### src/rtl/conv_window_gen.sv
`default_nettype none
// ============================================================================
// Module      : conv_window_gen
// Description : Raster pixel stream to packed KERNEL x KERNEL sliding window
//               (valid-only convolution, one window per accepted pixel).
// Revision    : 1.0 - initial release
// ============================================================================
module conv_window_gen #(
    parameter int KERNEL = 3,
    parameter int N      = 4,
    parameter int IMG_W  = 8,
    parameter int IMG_H  = 8
) (
    input  logic                       clk,
    input  logic                       rst,
    input  logic [N-1:0]               pix_in,
    input  logic                       pix_valid,
    input  logic                       sof,
    output logic [KERNEL*KERNEL*N-1:0] win,
    output logic                       win_valid,
    output logic                       eof
);

    localparam int c_COL_W = (IMG_W > 1) ? $clog2(IMG_W) : 1;
    localparam int c_ROW_W = (IMG_H > 1) ? $clog2(IMG_H) : 1;
    localparam logic [c_COL_W-1:0] c_COL_LAST = c_COL_W'(IMG_W - 1);
    localparam logic [c_ROW_W-1:0] c_ROW_LAST = c_ROW_W'(IMG_H - 1);

    logic [c_COL_W-1:0] r_col;
    logic [c_ROW_W-1:0] r_row;
    logic [c_COL_W-1:0] w_col;
    logic [c_ROW_W-1:0] w_row;
    logic               w_complete;
    logic               r_win_valid;
    logic               r_eof;
    logic [N-1:0]       r_win_arr [KERNEL][KERNEL];
    logic [N-1:0]       w_new_col [KERNEL];

    // Position of the pixel being accepted; sof forces it to (0,0).
    assign w_col = sof ? '0 : r_col;
    assign w_row = sof ? '0 : r_row;

    always_ff @(posedge clk) begin
        if (rst) begin
            r_col <= '0;
            r_row <= '0;
        end else if (pix_valid) begin
            if (w_col == c_COL_LAST) begin
                r_col <= '0;
                r_row <= (w_row == c_ROW_LAST) ? '0 : w_row + 1'b1;
            end else begin
                r_col <= w_col + 1'b1;
                r_row <= w_row;
            end
        end
    end

    assign w_new_col[KERNEL-1] = pix_in;

    generate
        if (KERNEL > 1) begin : g_lb
            localparam logic [c_COL_W-1:0] c_COL_FIRST = c_COL_W'(KERNEL - 1);
            localparam logic [c_ROW_W-1:0] c_ROW_FIRST = c_ROW_W'(KERNEL - 1);

            // Buffer k holds the row k+1 above the current one, indexed by column.
            logic [N-1:0] r_lb [KERNEL-1][IMG_W];

            always_ff @(posedge clk) begin
                if (pix_valid) begin
                    r_lb[0][w_col] <= pix_in;
                    for (int k = 1; k < KERNEL - 1; k++) begin
                        r_lb[k][w_col] <= r_lb[k-1][w_col];
                    end
                end
            end

            for (genvar k = 0; k < KERNEL - 1; k++) begin : g_tap
                assign w_new_col[KERNEL-2-k] = r_lb[k][w_col];
            end

            assign w_complete = (w_row >= c_ROW_FIRST) && (w_col >= c_COL_FIRST);
        end else begin : g_no_lb
            assign w_complete = 1'b1;
        end
    endgenerate

    always_ff @(posedge clk) begin
        if (rst) begin
            r_win_valid <= 1'b0;
            r_eof       <= 1'b0;
            for (int r = 0; r < KERNEL; r++) begin
                for (int c = 0; c < KERNEL; c++) begin
                    r_win_arr[r][c] <= '0;
                end
            end
        end else begin
            r_win_valid <= pix_valid && w_complete;
            r_eof       <= pix_valid && (w_row == c_ROW_LAST) && (w_col == c_COL_LAST);
            if (pix_valid) begin
                for (int r = 0; r < KERNEL; r++) begin
                    for (int c = 0; c < KERNEL - 1; c++) begin
                        r_win_arr[r][c] <= r_win_arr[r][c+1];
                    end
                    r_win_arr[r][KERNEL-1] <= w_new_col[r];
                end
            end
        end
    end

    // Slot r*KERNEL+c, top row first, matching the conv stage weight order.
    generate
        for (genvar r = 0; r < KERNEL; r++) begin : g_pack_row
            for (genvar c = 0; c < KERNEL; c++) begin : g_pack_col
                assign win[(r*KERNEL+c)*N +: N] = r_win_arr[r][c];
            end
        end
    endgenerate

    assign win_valid = r_win_valid;
    assign eof       = r_eof;

endmodule
`default_nettype wire

### config.mk
export PLATFORM = sky130hd
export DESIGN_NAME = conv_window_gen
export DESIGN_NICKNAME = d
export VERILOG_FILES = /design/src/rtl/conv_window_gen.sv
export SDC_FILE = /design/constraint.sdc
export NUM_CORES = 1
export LEC_CHECK = 0
export CORE_AREA = 2 2 92 94
export DETAILED_ROUTE_END_ITERATION = 10
export DIE_AREA = 0 0 94 96
export GPL_TIMING_DRIVEN = 0
export PLACE_DENSITY = 0.86
export RECOVER_POWER = 50
export SLEW_MARGIN = 10
export SYNTH_ARGS = -nofsm -noshare
export SYNTH_HDL_FRONTEND = slang
export SYNTH_SLANG_ARGS = --single-unit
### constraint.sdc
create_clock -name clk -period 2.11 [get_ports clk]
set_input_delay 0.5275 -clock clk [delete_from_list [all_inputs] [get_ports clk]]
set_output_delay 0.5275 -clock clk [all_outputs]
set_load 0.05 [all_outputs]
==> impl_metrics.json, run 1 <==
{
  "mappedNetlistArea_um2": 4380,
  "cts_tree": "done",
  "critical_path.max_fanout": 2,
  "required_ps": 1580,
  "reg2reg_setup_slack_ps": 110,
  "period_minus_slack_ps": 2060,
  "placement.io_buffers": 45,
  "synth.avg_cell_area_um2": 15.4,
  "route.detailed.drc": 0,
  "synth.cells.most_frequent": "edfxtp_1, and2_1, mux2i_1",
  "swShare_pct": 25.4,
  "final_nets": 356,
  "timing_worst_slew_pin_value_ps": 638,
  "end_kind": "output port",
  "fin_worst_skew_ps": 15.1,
  "slowest_stage": "clkdlybuf4s50_1",
  "synth_fp_nets": 297,
  "vdd_drop_max_v": 0.000390,
  "grt_resource_usage_total_pct": 20.0,
  "first_iter_violations": 146,
  "clock_tree.root_cell": "clkbuf_8",
  "total_switching_power_mw": 1.06,
  "r2r.worst_path.cells": 9,
  "dp_hpwl_um": 5670,
  "clock_sink_count": 108,
  "initial_utilization_pct": 54.4,
  "timing_worst_setup_path_type": "register to output port",
  "comb_power_share_pct": 12.1,
  "cap_violations": 0,
  "maxSlewHeadroom_pct": 57.7,
  "rsz0062_at_grt": "no",
  "leakage_nw": 1.83,
  "internal_power_mw": 3.12,
  "number_of_h_tree_levels": 3,
  "timing.setup.tns_ps": 0,
  "die_x_um": 94,
  "endpoint_of_the_worst_register_to_register_path": "r_row[1]",
  "grt_first_pass_wirelength_um": 13100,
  "gate_family_responsible_for_the_most_delay_along_the_worst_path": "buffers and inverters",
  "synth.largest_area_cell": "edfxtp_1",
  "grt_overflow_total": 0,
  "final.fill_count": 593,
  "critPathLaunchType": "register",
  "grt_pass1_vias": 2549,
  "arrival_ps": 1540,
  "finalSetupViolations": 0,
  "synthArstFlopShare_pct": 0,
  "synth_top_area_share_pct": 68.6,
  "drt-wirelength-per-cell_um": 18.9,
  "io_pins": 46,
  "most_numerous_cell_in_the_yosys_netlist": "edfxtp_1",
  "timing.final.crit_share_pct": 97.8,
  "timing.hold.worst.start": "r_row[1]",
  "dpl_cell_area_um2": 4970,
  "dieHeight_um": 96,
  "diodes": 0,
  "antenna_found_initial": 0,
  "critical-path-max-stage-delay_ps": 800,
  "core_area_um2": 8050,
  "worst_skew_pair.late_latency_ps": 370,
  "gate_count_post_synth": 284,
  "synth-warning-count": 0,
  "postSynth.topFlopCell": "edfxtp_1",
  "synth.yosys.seq_area_share_pct": 72.3,
  "syn_to_final_growth_pct": 18.5,
  "r2r-start": "r_col[0]",
  "drv_slew": 0,
  "cts.reportedPaths.clkPinSlew_ps": 100,
  "fmax_mhz": 484,
  "hold_violations": 0,
  "netlist_top_cells_area": "edfxtp_1, mux2i_1, and2_1, dfxtp_1, nand3b_1",
  "maximum_number_of_pins_on_one_net_before_global_route_repair": 37,
  "routed_via_density": 5.71,
  "ratio_of_cells_with_drive_above_1_in_the_final_layout_pct": 15.2,
  "cp_num_buf_inv": 1,
  "num_vias": 2586,
  "p_clk_share_pct": 29.2,
  "gp_congestion": 0.803,
  "status": "finished, final reports clean",
  "core.rowCount": 33,
  "cts.path.max_buffers": 2,
  "share_seq_of_total_power_pct": 58.7,
  "synth_seq_cells": 108,
  "crit_path_cell_trace": "clkdlybuf4s50_1",
  "antenna_violating_nets_post_route": 0,
  "min-delay-path-class": "register to register",
  "multiInputGateArea_um2": 1150,
  "power.density_cell_area_nw_per_um2": 806,
  "combined_flip_flop_and_latch_cell_area_um2": 3160,
  "cts-hold-fix-buffers": 0,
  "hold_end": "r_row[1]",
  "floorplan.die_area_um2": 9020,
  "final_design_area_no_fill_um2": 5180,
  "ys_types": 31,
  "synth_enable_flop_cells": 100,
  "wirelength_um": 8550,
  "firstDrtPassIters": 5,
  "min_delay_path_depth": 2,
  "numCtsBuffers": 9
}
[flip-flops by register name (all words and copies together) (netlist names)]
register   count
eof            1
g_lb.r_lb     64
r_col          3
r_row          3
r_win_arr     36
win_valid      1
[worst max path at each step]
stage,start,to,slack (ps),cells after the start
2_1_floorplan,sof,g_lb.r_lb[0][10],170,4
3_3_place_gp,sof,g_lb.r_lb[0][12],-1000,5
3_5_place_dp,sof,g_lb.r_lb[0][9],-700,5
4_1_cts,pix_valid,g_lb.r_lb[0][38],-60,4
5_1_grt,r_win_arr[0][31],win[31],0.6,1
6_report,r_win_arr[0][27],win[35],50,1
[layout make-up]
type                       instances  area share [%]
sequential                       108            61.0
timing repair buffer              48            8.25
clock inverter                     7            1.30
clock buffer                       9            2.39
buffer                            16            2.03
tap                              105            2.53
multi-input combinational        158            22.3
inverter                           2           0.217
[cells in the final DEF, fill, tap and decap left out, drive strengths merged, types with 10 or more instances in the layout]
cell | Yosys | routed
edfxtp | 100 | 100
mux2i | 26 | 26
clkbuf | 5 | 26
nand2 | 12 | 12
nor2 | 11 | 11
clkdlybuf4s50 | 0 | 27
and2 | 28 | 28
nand3b | 10 | 10
nand2b | 10 | 10
buf | 11 | 13
[per-layer routing]
metal	vias up	part of all wire (%)	wire [um]	GRT usage [%]
li1	1175	-	-	-
met5	-	0	0	0
met1	1272	41	3520	25.4
met3	21	6.8	583	4.23
met4	0	2.1	181	8.21
met2	118	50	4260	33.9
[per-stage QoR]
| step | utilization (%) | hold slack, ps | setup slack, ps | std cells | power (mW) |
|---|---|---|---|---|---|
| after global placement | 61.6 | 450 | -1000 | 434 | 3.00 |
| after global routing | 64.4 | 504 | 0.559 | 453 | 4.31 |
| after CTS | 65.3 | 476 | -59.0 | 453 | 4.20 |
| after floorplan | - | 434 | 171 | 284 | 2.84 |
| final | 64.4 | 483 | 45.8 | 453 | 4.18 |
| after detailed placement | 61.7 | 463 | -700 | 434 | 3.02 |
[power by group through the flow]
| stage | registers, mW | logic (mW) | clock network, mW |
|---|---|---|---|
| floorplan | 2.67 | 0.165 | 0 |
| global placement | 2.50 | 0.500 | 0 |
| detailed placement | 2.50 | 0.517 | 0 |
| CTS | 2.45 | 0.527 | 1.22 |
| global route | 2.46 | 0.530 | 1.32 |
| finish | 2.45 | 0.505 | 1.22 |
[logic make-up after synthesis]
kind of cell	count (synthesis)	share of synthesized area, %
DFF	108	72.3
and+or+nand+nor	89	11.7
AOI/OAI and AO/OA	38	6.09
muxes	26	5.95
buffers and inverters	18	2.54
adders and majority gates	5	1.43
[repair_timing]
item / in CTS / in global routing
setup buffers: 3 / 0
setup endpoints to repair: 135 / 53
hold endpoints to repair: 0 / 0
pin swaps: 2 / 0
gates resized for setup: 15 / 17
No activity file was read; power rests on OpenSTA's default activity.
==> run 2: changes to the inputs <==
--- a/config.mk
+++ b/config.mk
@@ -5,11 +5,12 @@
 export SDC_FILE = /design/constraint.sdc
 export NUM_CORES = 1
 export LEC_CHECK = 0
-export CORE_AREA = 2 2 92 94
+export ABC_AREA = 1
+export CORE_AREA = 2 2 94 96
 export DETAILED_ROUTE_END_ITERATION = 10
-export DIE_AREA = 0 0 94 96
+export DIE_AREA = 0 0 96 98
 export GPL_TIMING_DRIVEN = 0
-export PLACE_DENSITY = 0.86
+export PLACE_DENSITY = 0.87
 export RECOVER_POWER = 50
 export SLEW_MARGIN = 10
 export SYNTH_ARGS = -nofsm -noshare
==> run 2 against run 1 <==
Effect of this change:
- utilization fell by 1.1 points
- worst setup slack improved by 11 ps
- flip-flop and latch count did not move
- clock power grew 12%
- area after synthesis grew 6.1%
- critical endpoint is now win[26]
- highest routed layer unchanged
==> impl_metrics.json, run 2 <==
{
  "internal_power_mw": 3.22,
  "dpl_cell_area_um2": 5230,
  "most_frequent_cells_in_the_layout": "edfxtp_1, inv_1, nand2_1, nand3_1, nor2_1",
  "clock_sink_count": 108,
  "power.density_cell_area_nw_per_um2": 806,
  "mappedNetlistArea_um2": 4640,
  "final_design_area_no_fill_um2": 5360,
  "required_ps": 1580,
  "synth-warning-count": 0,
  "diodes": 0,
  "most_numerous_cell_in_the_yosys_netlist": "edfxtp_1",
  "cts_setup_buffers": 0,
  "synth_seq_cells": 108,
  "numCtsBuffers": 9,
  "cp_num_buf_inv": 1,
  "ys_types": 24,
  "ratio_of_cells_with_drive_above_1_in_the_final_layout_pct": 9.30,
  "num_vias": 3080,
  "min_delay_path_depth": 2,
  "netlist_top_cells_area": "edfxtp_1, inv_1, nand3_1, nand2_1, nor2_1",
  "synth.largest_area_cell": "edfxtp_1",
  "drt-wirelength-per-cell_um": 15.4,
  "drv_slew": 0,
  "r2r-start": "r_col[2]",
  "critical_path.max_fanout": 1,
  "floorplan.die_area_um2": 9410,
  "synthArstFlopShare_pct": 0,
  "cts.path.max_buffers": 2,
  "gp_congestion": 0.818,
  "finalSetupViolations": 0,
  "timing_worst_slew_pin_value_ps": 870,
  "largest_register_ffs": 64,
  "syn_to_final_growth_pct": 15.3,
  "critical-path-max-stage-delay_ps": 810,
  "timing.setup.tns_ps": 0,
  "largest_registers_in_the_final_layout": "g_lb.r_lb: 64 flops, r_win_arr: 36 flops",
  "postSynth.topFlopCell": "edfxtp_1",
  "grt_pass1_vias": 3017,
  "cts.reportedPaths.clkPinSlew_ps": 100,
  "wirelength_um": 9130,
  "hold_violations": 0,
  "antenna_found_initial": 0,
  "synth_fp_nets": 436,
  "synth_top_area_share_pct": 64.7,
  "final_common_cell": "edfxtp_1",
  "antenna_violating_nets_post_route": 0,
  "final.fill_count": 647,
  "status": "finished, final reports clean",
  "hold_end": "r_row[0]",
  "slowest_stage": "clkdlybuf4s50_1",
  "grt_first_pass_wirelength_um": 14300,
  "critPathLaunchType": "register",
  "cap_violations": 0,
  "p_clk_share_pct": 31.8,
  "min-delay-path-class": "register to register",
  "die_x_um": 96,
  "dp_hpwl_um": 6380,
  "timing_worst_setup_path_type": "register to output port",
  "period_minus_slack_ps": 2050,
  "first_iter_violations": 193,
  "core_area_um2": 8470,
  "route.detailed.drc": 0,
  "reg2reg_setup_slack_ps": 250,
  "timing.final.crit_share_pct": 97.3,
  "top_register": "g_lb.r_lb",
  "synth_enable_flop_cells": 100,
  "share_seq_of_total_power_pct": 56.8,
  "placement.io_buffers": 45,
  "core.rowCount": 34,
  "whs_ps": 479,
  "end_kind": "output port",
  "grt_resource_usage_total_pct": 20.3,
  "number_of_h_tree_levels": 3,
  "vdd_drop_max_v": 0.000457,
  "final_nets": 492,
  "grt_overflow_total": 0,
  "worst_skew_pair.late_latency_ps": 370,
  "gate_count_post_synth": 423,
  "leakage_nw": 2.25,
  "endpoint_of_the_worst_register_to_register_path": "g_lb.r_lb[0][15]",
  "synth.yosys.seq_area_share_pct": 68.1,
  "timing.hold.worst.start": "r_row[0]",
  "total_switching_power_mw": 1.10,
  "initial_utilization_pct": 54.9,
  "swShare_pct": 25.5,
  "io_pins": 46,
  "final_core_utilization_pct": 63.3,
  "arrival_ps": 1530,
  "crit_path_cell_trace": "clkdlybuf4s50_1",
  "maximum_number_of_pins_on_one_net_before_global_route_repair": 40,
  "gate_family_responsible_for_the_most_delay_along_the_worst_path": "buffers and inverters",
  "fin_worst_skew_ps": 10.8,
  "clock_tree.root_cell": "clkbuf_8",
  "dieHeight_um": 98,
  "synth.avg_cell_area_um2": 11.0,
  "cts-hold-fix-buffers": 0,
  "r2r.worst_path.cells": 4,
  "cts_tree": "done",
  "comb_power_share_pct": 11.4,
  "synth.cells.most_frequent": "edfxtp_1, inv_1, nand2_1",
  "firstDrtPassIters": 5,
  "routed_via_density": 5.20,
  "maxSlewHeadroom_pct": 41.8,
  "fmax_mhz": 487
}
==> run 2: cell types whose count changed after synthesis, sizes merged, moves of 26 or more <==
cell	change
nand3	+49
and2	-28
mux2i	-26
inv	+94
nand2	+47
nor2	+51
==> run 2: layout make-up <==
type                    count  area [um^2]  area share [%]
plain buffers              14         91.3            1.71
clock buffers               9          124            2.31
clock inverters             7         98.8            1.85
inverters                  96          363            6.78
multi-input cells         205         1030            19.2
flip-flops and latches    108         3160            59.1
well taps                 108          135            2.52
repair buffers             45          350            6.54
==> run 2: power by group through the flow <==
| stage | clock network [mW] | logic [mW] | registers (mW) |
|---|---|---|---|
| after floorplan | 0 | 0.176 | 2.67 |
| after global placement | 0 | 0.509 | 2.50 |
| after detailed placement | 0 | 0.526 | 2.50 |
| after CTS | 1.38 | 0.526 | 2.45 |
| after global routing | 1.47 | 0.528 | 2.46 |
| final | 1.37 | 0.494 | 2.45 |
==> run 2: how the worst max path moves through the flow <==
stage,end,cells after the start,startpoint
after floorplan,r_win_arr[0][0],2,rst
after global placement,r_win_arr[0][26],3,pix_valid
after detailed placement,g_lb.r_lb[0][26],7,sof
after CTS,win[22],1,r_win_arr[0][14]
after global routing,win[26],1,r_win_arr[0][34]
final,win[26],1,r_win_arr[0][34]
==> run 2: logic make-up after synthesis <==
group | share of synthesized area (%)
flip-flops | 68.1
AND/OR/NAND/NOR | 19.3
buffers and inverters | 9.94
adder cells (fa/ha/maj) | 1.35
AO/OA/AOI/OAI | 1.27
==> run 2: metal layers <==
metal	GRT usage [%]	wire, um	vias up
met5	0	0	-
met4	8.35	105	0
met3	4.09	599	11
met2	34.8	4800	140
met1	24.9	3620	1463
li1	-	-	1466
==> run 2: repair_timing <==
| action | CTS | global route |
|---|---|---|
| gates cloned | 0 | 0 |
| setup endpoints to repair | 69 | 15 |
| resized for setup | 11 | 15 |
==> run 2: metrics by stage <==
stage / cells / setup slack, ps / power, mW
2_1_floorplan: 423 / 310 / 2.84
3_3_place_gp: 576 / -604 / 3.01
3_5_place_dp: 576 / -608 / 3.03
4_1_cts: 592 / 1.19 / 4.36
5_1_grt: 592 / -13.2 / 4.45
6_report: 592 / 56.9 / 4.32
==> run 3: changes to the inputs <==
--- a/config.mk
+++ b/config.mk
@@ -5,12 +5,11 @@
 export SDC_FILE = /design/constraint.sdc
 export NUM_CORES = 1
 export LEC_CHECK = 0
-export ABC_AREA = 1
-export CORE_AREA = 2 2 94 96
+export CORE_AREA = 2 2 92 94
 export DETAILED_ROUTE_END_ITERATION = 10
-export DIE_AREA = 0 0 96 98
+export DIE_AREA = 0 0 94 96
 export GPL_TIMING_DRIVEN = 0
-export PLACE_DENSITY = 0.87
+export PLACE_DENSITY = 0.86
 export RECOVER_POWER = 50
 export SLEW_MARGIN = 10
 export SYNTH_ARGS = -nofsm -noshare
==> constraint.sdc (replaced) <==
create_clock -name clk -period 1.96 [get_ports clk]
set_input_delay 0.49 -clock clk [delete_from_list [all_inputs] [get_ports clk]]
set_output_delay 0.49 -clock clk [all_outputs]
set_load 0.05 [all_outputs]
==> run 3 against run 2 <==
Effect of this change:
- hold slack better by 3.4 ps
- first-iteration DRC count up 13%
- utilization up 1.8 points
- worst setup slack better by 2.6 ps
- combinational power up 8.9%
- count of clock-buffer cells in the layout unchanged
- total power up 3.9%
- register-to-register slack worse by 190 ps
- final cell count down 23%
- final area down 2.2%
- wire length down 7.2%
- critical path type is now register to register
- highest routed layer unchanged
==> impl_metrics.json, run 3 (synthesis gave the netlist of run 1 again) <==
{
  "syn_to_final_growth_pct": 19.7,
  "antenna_violating_nets_post_route": 0,
  "arrival_ps": 1960,
  "required_ps": 2020,
  "cts_tree": "done",
  "placement.io_buffers": 45,
  "antenna_found_initial": 0,
  "clock_tree.root_cell": "clkbuf_8",
  "timing_worst_setup_path_type": "register to register",
  "fmax_mhz": 526,
  "final_design_area_no_fill_um2": 5240,
  "wirelength_um": 8470,
  "gp_congestion": 0.803,
  "num_vias": 2565,
  "finalSetupViolations": 0,
  "cap_violations": 0,
  "core.rowCount": 33,
  "final_core_utilization_pct": 65.1,
  "cts.path.max_buffers": 2,
  "largest_register_ffs": 64,
  "route.detailed.drc": 0,
  "multiInputGateArea_um2": 1190,
  "ratio_of_cells_with_drive_above_1_in_the_final_layout_pct": 16.4,
  "end_kind": "register",
  "number_of_h_tree_levels": 3,
  "cts.reportedPaths.clkPinSlew_ps": 100,
  "critical_path.max_fanout": 10,
  "fin_worst_skew_ps": 12.3,
  "routed_via_density": 5.66,
  "grt_resource_usage_total_pct": 20.0,
  "numCtsBuffers": 9,
  "maxSlewHeadroom_pct": 63.0,
  "combined_flip_flop_and_latch_cell_area_um2": 3160,
  "grt_first_pass_wirelength_um": 13100,
  "critPathLaunchType": "register",
  "final_nets": 356,
  "power.density_cell_area_nw_per_um2": 856,
  "floorplan.die_area_um2": 9020,
  "grt_overflow_total": 0,
  "io_pins": 46,
  "vdd_drop_max_v": 0.000421,
  "whs_ps": 482,
  "clock_sink_count": 108,
  "grt_pass1_vias": 2573,
  "period_minus_slack_ps": 1900,
  "dp_hpwl_um": 5670,
  "worst_skew_pair.late_latency_ps": 370,
  "core_area_um2": 8050,
  "firstDrtPassIters": 4,
  "diodes": 0,
  "hold_violations": 0,
  "rsz0062_at_grt": "no",
  "most_frequent_cells_in_the_layout": "edfxtp_1, dlygate4sd2_1, mux2i_1, and2_1, nand2_1",
  "drv_slew": 0,
  "maximum_number_of_pins_on_one_net_before_global_route_repair": 37,
  "final.fill_count": 587,
  "die_x_um": 94,
  "leakage_nw": 1.98,
  "dpl_cell_area_um2": 4970,
  "first_iter_violations": 218,
  "timing.final.crit_share_pct": 97.0,
  "fin_ws_ps": 59.5,
  "cts-hold-fix-buffers": 0,
  "final_common_cell": "edfxtp_1",
  "drt-wirelength-per-cell_um": 18.7,
  "status": "finished, final reports clean",
  "dieHeight_um": 96,
  "initial_utilization_pct": 54.4,
  "largest_registers_in_the_final_layout": "g_lb.r_lb: 64 flops, r_win_arr: 36 flops",
  "timing_worst_slew_pin_value_ps": 554,
  "dpl_worst_slack_ps": -812,
  "top_register": "g_lb.r_lb",
  "min-delay-path-class": "register to register"
}
-- run 3: changes by cell type in the layout (fill, tap and decap cells not counted), sizes merged, moves of 8 or more --
cell	previous run	this run
and2	0	28
clkbuf	30	15
clkdlybuf4s50	20	1
inv	98	2
nor2	62	11
o22ai	0	8
o31a	0	8
nand2b	0	10
nand3	50	1
nand2	59	12
mux2i	0	26
dlygate4sd2	5	39
-- run 3: critical path, cell delays in order (launching register included) --
cell and delay (ps):
dfxtp_1 320, buf_2 210, buf_6 190, mux2i_1 200
o22ai_1 130, or3_1 550
-- run 3: through the flow --
| step | power (mW) | TNS [ps] | cells |
|---|---|---|---|
| final | 4.49 | 0 | 453 |
| after global routing | 4.63 | 0 | 453 |
| after CTS | 4.49 | 0 | 453 |
| after global placement | 3.23 | -93950 | 434 |
| after detailed placement | 3.25 | -96800 | 434 |
| after floorplan | 3.06 | 0 | 284 |
-- run 3: area by class of cell --
class	instances	area share [%]
Tap cell	105	2.51
Clock buffer	9	2.36
Inverter	2	0.191
Sequential cell	108	60.4
Buffer	16	1.93
Clock inverter	7	1.29
Timing Repair Buffer	48	8.57
Multi-Input combinational cell	158	22.8
-- run 3: what timing repair did --
item,in CTS,in global routing
resized for setup,57,7
pin swaps,2,0
endpoints found under the setup margin,175,26
setup buffers,3,0
-- run 3: per-layer routing --
| layer | share of wire [%] | routed length, um | global-route usage [%] |
|---|---|---|---|
| met1 | 42 | 3530 | 25.1 |
| met2 | 51 | 4280 | 33.8 |
| met3 | 6.1 | 518 | 4.31 |
| met4 | 1.6 | 136 | 8.82 |
| met5 | 0 | 0 | 0 |
-- run 3: final timing paths --
path	start	endpoint	slack, ps	cells after the start
max	r_col[0]	g_lb.r_lb[0][55]	60	5
min	r_row[1]	r_row[1]	480	2
max reg2reg	r_col[0]	g_lb.r_lb[0][55]	60	5
min reg2reg	r_row[1]	r_row[1]	480	2
-- run 3: report_power, final --
group,total (mW),switching [mW],internal (mW)
sequential,2.64,0.0279,2.61
combinational,0.538,0.385,0.153
clock,1.31,0.727,0.584
